[src/rtl/subreg_tim_seq.sv]
`default_nettype none
// ============================================================================
// Module   : subreg_tim_seq
// Brief    : Burst clock-enable sequencer: N evenly spread enable pulses per
//            P clocks, optional burst length, abort, handshake configuration.
// Revision : 1.0 - initial release
// ============================================================================
module subreg_tim_seq #(
   parameter int C_PERIOD_W = 16,
   parameter int C_TICKS_W  = 16
) (
   input  logic                  CK_i,
   input  logic                  ARST_i,
   input  logic                  CFG_REQ_i,
   input  logic [C_PERIOD_W-1:0] CFG_PERIOD_i,
   input  logic [C_PERIOD_W-1:0] CFG_PULSE_N_i,
   input  logic [C_TICKS_W-1:0]  CFG_TICKS_i,
   input  logic                  ABORT_i,
   output logic                  CFG_ACK_o,
   output logic                  CFG_ERR_o,
   output logic                  BUSY_o,
   output logic                  EN_CK_o,
   output logic                  DONE_o,
   output logic [C_TICKS_W-1:0]  TICK_CTR_o
);

   localparam logic [1:0] S_IDLE = 2'd0;
   localparam logic [1:0] S_LOAD = 2'd1;
   localparam logic [1:0] S_RUN  = 2'd2;
   localparam logic [1:0] S_DONE = 2'd3;

   logic [1:0]                 state_q,    state_d;
   logic [C_PERIOD_W-1:0]      period_q,   period_d;
   logic [C_PERIOD_W-1:0]      pulse_n_q,  pulse_n_d;
   logic [C_TICKS_W-1:0]       ticks_q,    ticks_d;
   logic [C_TICKS_W-1:0]       tick_ctr_q, tick_ctr_d;
   logic signed [C_PERIOD_W:0] acc_q,      acc_d;
   logic                       err_q,      err_d;

   logic                       cfg_bad;
   logic                       pulse;
   logic                       last_tick;
   logic [C_TICKS_W-1:0]       tick_inc;
   logic signed [C_PERIOD_W:0] n_ext;
   logic signed [C_PERIOD_W:0] p_add;
   logic signed [C_PERIOD_W:0] acc_step;

   assign cfg_bad   = (CFG_PERIOD_i == '0) || (CFG_PULSE_N_i == '0) ||
                      (CFG_PULSE_N_i > CFG_PERIOD_i);
   // The accumulator sign bit is the enable itself, so there is no output register.
   assign pulse     = (state_q == S_RUN) && acc_q[C_PERIOD_W];
   assign tick_inc  = tick_ctr_q + {{(C_TICKS_W-1){1'b0}}, 1'b1};
   assign last_tick = pulse && (ticks_q != '0) && (tick_inc == ticks_q);
   assign n_ext     = $signed({1'b0, pulse_n_q});
   assign p_add     = acc_q[C_PERIOD_W] ? $signed({1'b0, period_q}) : '0;
   assign acc_step  = acc_q - n_ext + p_add;

   always_comb begin
      state_d    = state_q;
      period_d   = period_q;
      pulse_n_d  = pulse_n_q;
      ticks_d    = ticks_q;
      tick_ctr_d = tick_ctr_q;
      acc_d      = acc_q;
      err_d      = 1'b0;
      case (state_q)
         S_IDLE: begin
            // A request still held during its own error pulse is not re-reported.
            if (CFG_REQ_i && !err_q) begin
               if (cfg_bad) begin
                  err_d = 1'b1;
               end else begin
                  period_d   = CFG_PERIOD_i;
                  pulse_n_d  = CFG_PULSE_N_i;
                  ticks_d    = CFG_TICKS_i;
                  tick_ctr_d = '0;
                  acc_d      = '0;
                  state_d    = S_LOAD;
               end
            end
         end
         S_LOAD: begin
            state_d = ABORT_i ? S_IDLE : S_RUN;
         end
         S_RUN: begin
            acc_d = acc_step;
            if (pulse) begin
               tick_ctr_d = tick_inc;
            end
            if (ABORT_i) begin
               state_d = S_IDLE;
            end else if (last_tick) begin
               state_d = S_DONE;
            end
         end
         S_DONE: begin
            state_d = S_IDLE;
         end
         default: begin
            state_d = S_IDLE;
         end
      endcase
   end

   always_ff @(posedge CK_i or posedge ARST_i) begin
      if (ARST_i) begin
         state_q    <= S_IDLE;
         period_q   <= '0;
         pulse_n_q  <= '0;
         ticks_q    <= '0;
         tick_ctr_q <= '0;
         acc_q      <= '0;
         err_q      <= 1'b0;
      end else begin
         state_q    <= state_d;
         period_q   <= period_d;
         pulse_n_q  <= pulse_n_d;
         ticks_q    <= ticks_d;
         tick_ctr_q <= tick_ctr_d;
         acc_q      <= acc_d;
         err_q      <= err_d;
      end
   end

   assign CFG_ACK_o  = (state_q == S_LOAD);
   assign CFG_ERR_o  = err_q;
   assign BUSY_o     = (state_q != S_IDLE);
   assign EN_CK_o    = pulse;
   assign DONE_o     = (state_q == S_DONE);
   assign TICK_CTR_o = tick_ctr_q;

endmodule
`default_nettype wire

[config.mk]
export PLATFORM = sky130hd
export DESIGN_NAME = subreg_tim_seq
export DESIGN_NICKNAME = d
export VERILOG_FILES = /design/src/rtl/subreg_tim_seq.sv
export SDC_FILE = /design/constraint.sdc
export NUM_CORES = 1
export LEC_CHECK = 0
export BUFFER_PORTS_ARGS = -buffer_cell sky130_fd_sc_hd__buf_2
export CORE_UTILIZATION = 45
export DETAILED_ROUTE_END_ITERATION = 6
export GPL_ROUTABILITY_DRIVEN = 0
export GPL_TIMING_DRIVEN = 0
export PLACE_DENSITY = 0.68
export SYNTH_ARGS = -nofsm -noshare
export SYNTH_HDL_FRONTEND = slang
export SYNTH_SLANG_ARGS = --single-unit
[constraint.sdc]
create_clock -name CK_i -period 3.9 [get_ports CK_i]
set_input_delay 0.585 -clock CK_i [delete_from_list [all_inputs] [get_ports CK_i]]
set_output_delay 0.585 -clock CK_i [all_outputs]
set_load 0.05 [all_outputs]
==> metrics.cfg <==
[outcome]
status=complete, but fails checks
failed_checks=DRC

[floorplan]
die_h_um=112
core_um2=11600
fp.dieW_um=112
die_area_um2=12500
ios=73
initial_core_util=0.468
num_rows=39

[setup_path]
startpoint_type=flip-flop
cp.arrival_ns=3.88
crit_fanout=11
required_ns=4.13
crit_type=flip-flop to flip-flop
cp-end-kind=flip-flop

[sta]
fin_crit_sh=0.934
slew_headroom=0.555
min_period_ns=3.64
tightest_slew_ns=0.668
setup_viol=0
slew_viol_final=0
hold_viol_final=0
hold_slack_ns=0.292
clock.fmax_ghz=0.275
finClkSkew_ns=0.00625
grt_setup_unrepaired=no

[cells_and_area]
mostFrequentLayoutCells=84 x dfrtp_1, 78 x buf_2, 67 x inv_1, 55 x nand2_1, 34 x ha_1
multi_input_area_um2=3000
nets=746
diodes=0
fillers=1034
fin_cells=792
seq_area_um2=2100
final_layout_size_suffix_gt1_frac=0.163
mostFrequentLayoutCell=dfrtp_1
syn2layout_area_growth_pct=16.3

[placed_design]
dp.cells=777
dp_hpwl_um=10100
port_buffers=72

[power]
leakagePower_nw=3.11
powerDensity_nw_per_um2=732
peakVddDrop_uv=268
totalPowerFinal_mw=4.63

[yosys]
ys.flop_type=dfrtp_1
synth_cell_type_count=59
ys_seq_area_frac=0.387
synth_cells=561
synth_edf_count=0
syn_area_per_cell_um2=9.68
yosysWarnings=0
async_reset_ff_frac=1.00
netlist_area_um2=5430
synth-seq-cells=84
syn-num-nets=663

[detailed_routing]
wl_met1_um=6130
drt-initial-drc-count=228
vias=4473
avgRoutedWirePerCell_um=16.9
wirelength_um=13400
vias_per_cell=5.65
dr.pass1.iters=7
wl_met3_um=764
dr_wl_met2_um=6320
dr.max_layer_used=met4
drc=4
drtAntennaViolNets=0

[cts]
cts_made_buffers=9
h-tree-depth=3
cts.path.max_buffers=2
cts_root_buf=clkbuf_16
cts_tree=done
worstSkewPairLatency_ns=0.34
cts_hold_buf=0
path_clk_slew_ns=0.07
post_cts_buffers=0
cts_sinks=84

[worst_hold_path]
hp-class=input pin to asynchronous set/reset pin

[global_route]
grtUsageTotal=0.231
grt_max_degree=45
antenna_found_initial=0
grt.overflow.total=0
grt_pass1_wl_um=22700
grt_pass1_vias=4521

[flow_run]
drv_cap=0

kinds of logic after synthesis:
kind of cell    after synthesis  synth area share
simple gates                154             0.143
compound gates              112             0.136
flops                        84             0.387
fa+ha+maj                    50             0.137
xor+xnor                     37            0.0597
buf+inv                      87            0.0613
mux                          37            0.0760
worst paths after layout:
kind	slack (ns)	startpoint	cells after the start	end
max in group asynchronous	3.00	ARST_i	3	TICK_CTR_o[13]
setup / recovery	0.26	acc_q[16]	12	acc_q[15]
hold / removal	0.29	ARST_i	2	period_q[3]
min in group CK_i	0.45	CFG_TICKS_i[1]	2	ticks_q[1]
hold reg to reg	0.49	period_q[1]	2	period_q[1]
setup reg to reg	0.26	acc_q[16]	12	acc_q[15]
routing by layer:
layer / vias to the layer above / GRT usage
met2: 135 / 0.376
met3: 12 / 0.0348
met4: 0 / 0.0766
met5: - / 0
li1: 2101 / -
met1: 2225 / 0.316
flip-flops by register name, summed over array words and instances (netlist names):
signal and cells:
TICK_CTR_o 16, CFG_ERR_o 1, pulse_n_q 16, state_q 2, acc_q 17, period_q 16, ticks_q 16
through the flow:
stage | instance area (um^2) | TNS (ns) | setup slack [ns] | utilization
2_1_floorplan | 5430 | 0 | 0.607 | -
3_3_place_gp | 5970 | 0 | 0.0515 | 0.514
3_5_place_dp | 6000 | -0.000648 | -0.000648 | 0.517
4_1_cts | 6320 | 0 | 0.101 | 0.544
5_1_grt | 6320 | 0 | 0.0176 | 0.544
6_report | 6320 | 0 | 0.259 | 0.544
what timing repair did:
item / in CTS / in global routing
gates resized for setup: 1 / 0
hold endpoints to repair: 0 / 0
setup endpoints to repair: 1 / 2
worst max-delay path, cell delays in order, from the launching register on:
cell and delay (ns):
dfrtp_1 0.61, nand2_1 0.13, fa_1 0.55, inv_1 0.06, ha_1 0.28, a21o_1 0.16
a21oi_1 0.28, o21ai_1 0.13, a31oi_2 0.27, o21ai_1 0.19, a41oi_1 0.30, mux2_1 0.35
a211o_1 0.22
cells in the mapped netlist, drive strengths merged, types with 3 or more instances:
cell / n / area share
nand4: 10 / 0.012
o21bai: 3 / 0.0041
o21ai: 30 / 0.030
nor4: 14 / 0.016
a22o: 11 / 0.018
xnor2: 28 / 0.045
buf: 9 / 0.0074
a211o: 3 / 0.0048
fa: 16 / 0.059
xor2: 9 / 0.015
a21oi: 28 / 0.026
and3: 5 / 0.0060
or2: 3 / 0.0035
mux2i: 3 / 0.0055
dfrtp: 84 / 0.39
nand3: 20 / 0.019
nor3: 6 / 0.0064
mux2: 34 / 0.070
a31oi: 7 / 0.0092
nor2b: 5 / 0.0058
nand2b: 9 / 0.010
ha: 34 / 0.078
nor2: 18 / 0.013
o21a: 6 / 0.0083
nand2: 55 / 0.038
clkbuf: 9 / 0.0062
a21o: 11 / 0.015
inv: 68 / 0.047
where the power goes:
part	total (mW)	internal (mW)	switching (mW)
Combinational	2.28	0.989	1.29
Sequential	1.41	1.15	0.258
Clock	0.936	0.566	0.370
Total	4.63	2.71	1.92
area by class of cell:
cell class,count,share of cell area
clock buffer,11,0.0368
multi-input combinational,390,0.475
sequential,84,0.333
inverter,69,0.0414
tap,143,0.0283
timing repair buffer,73,0.0614
clock inverter,5,0.0135
buffer,17,0.0113
Power figures use the tool's default switching activity.
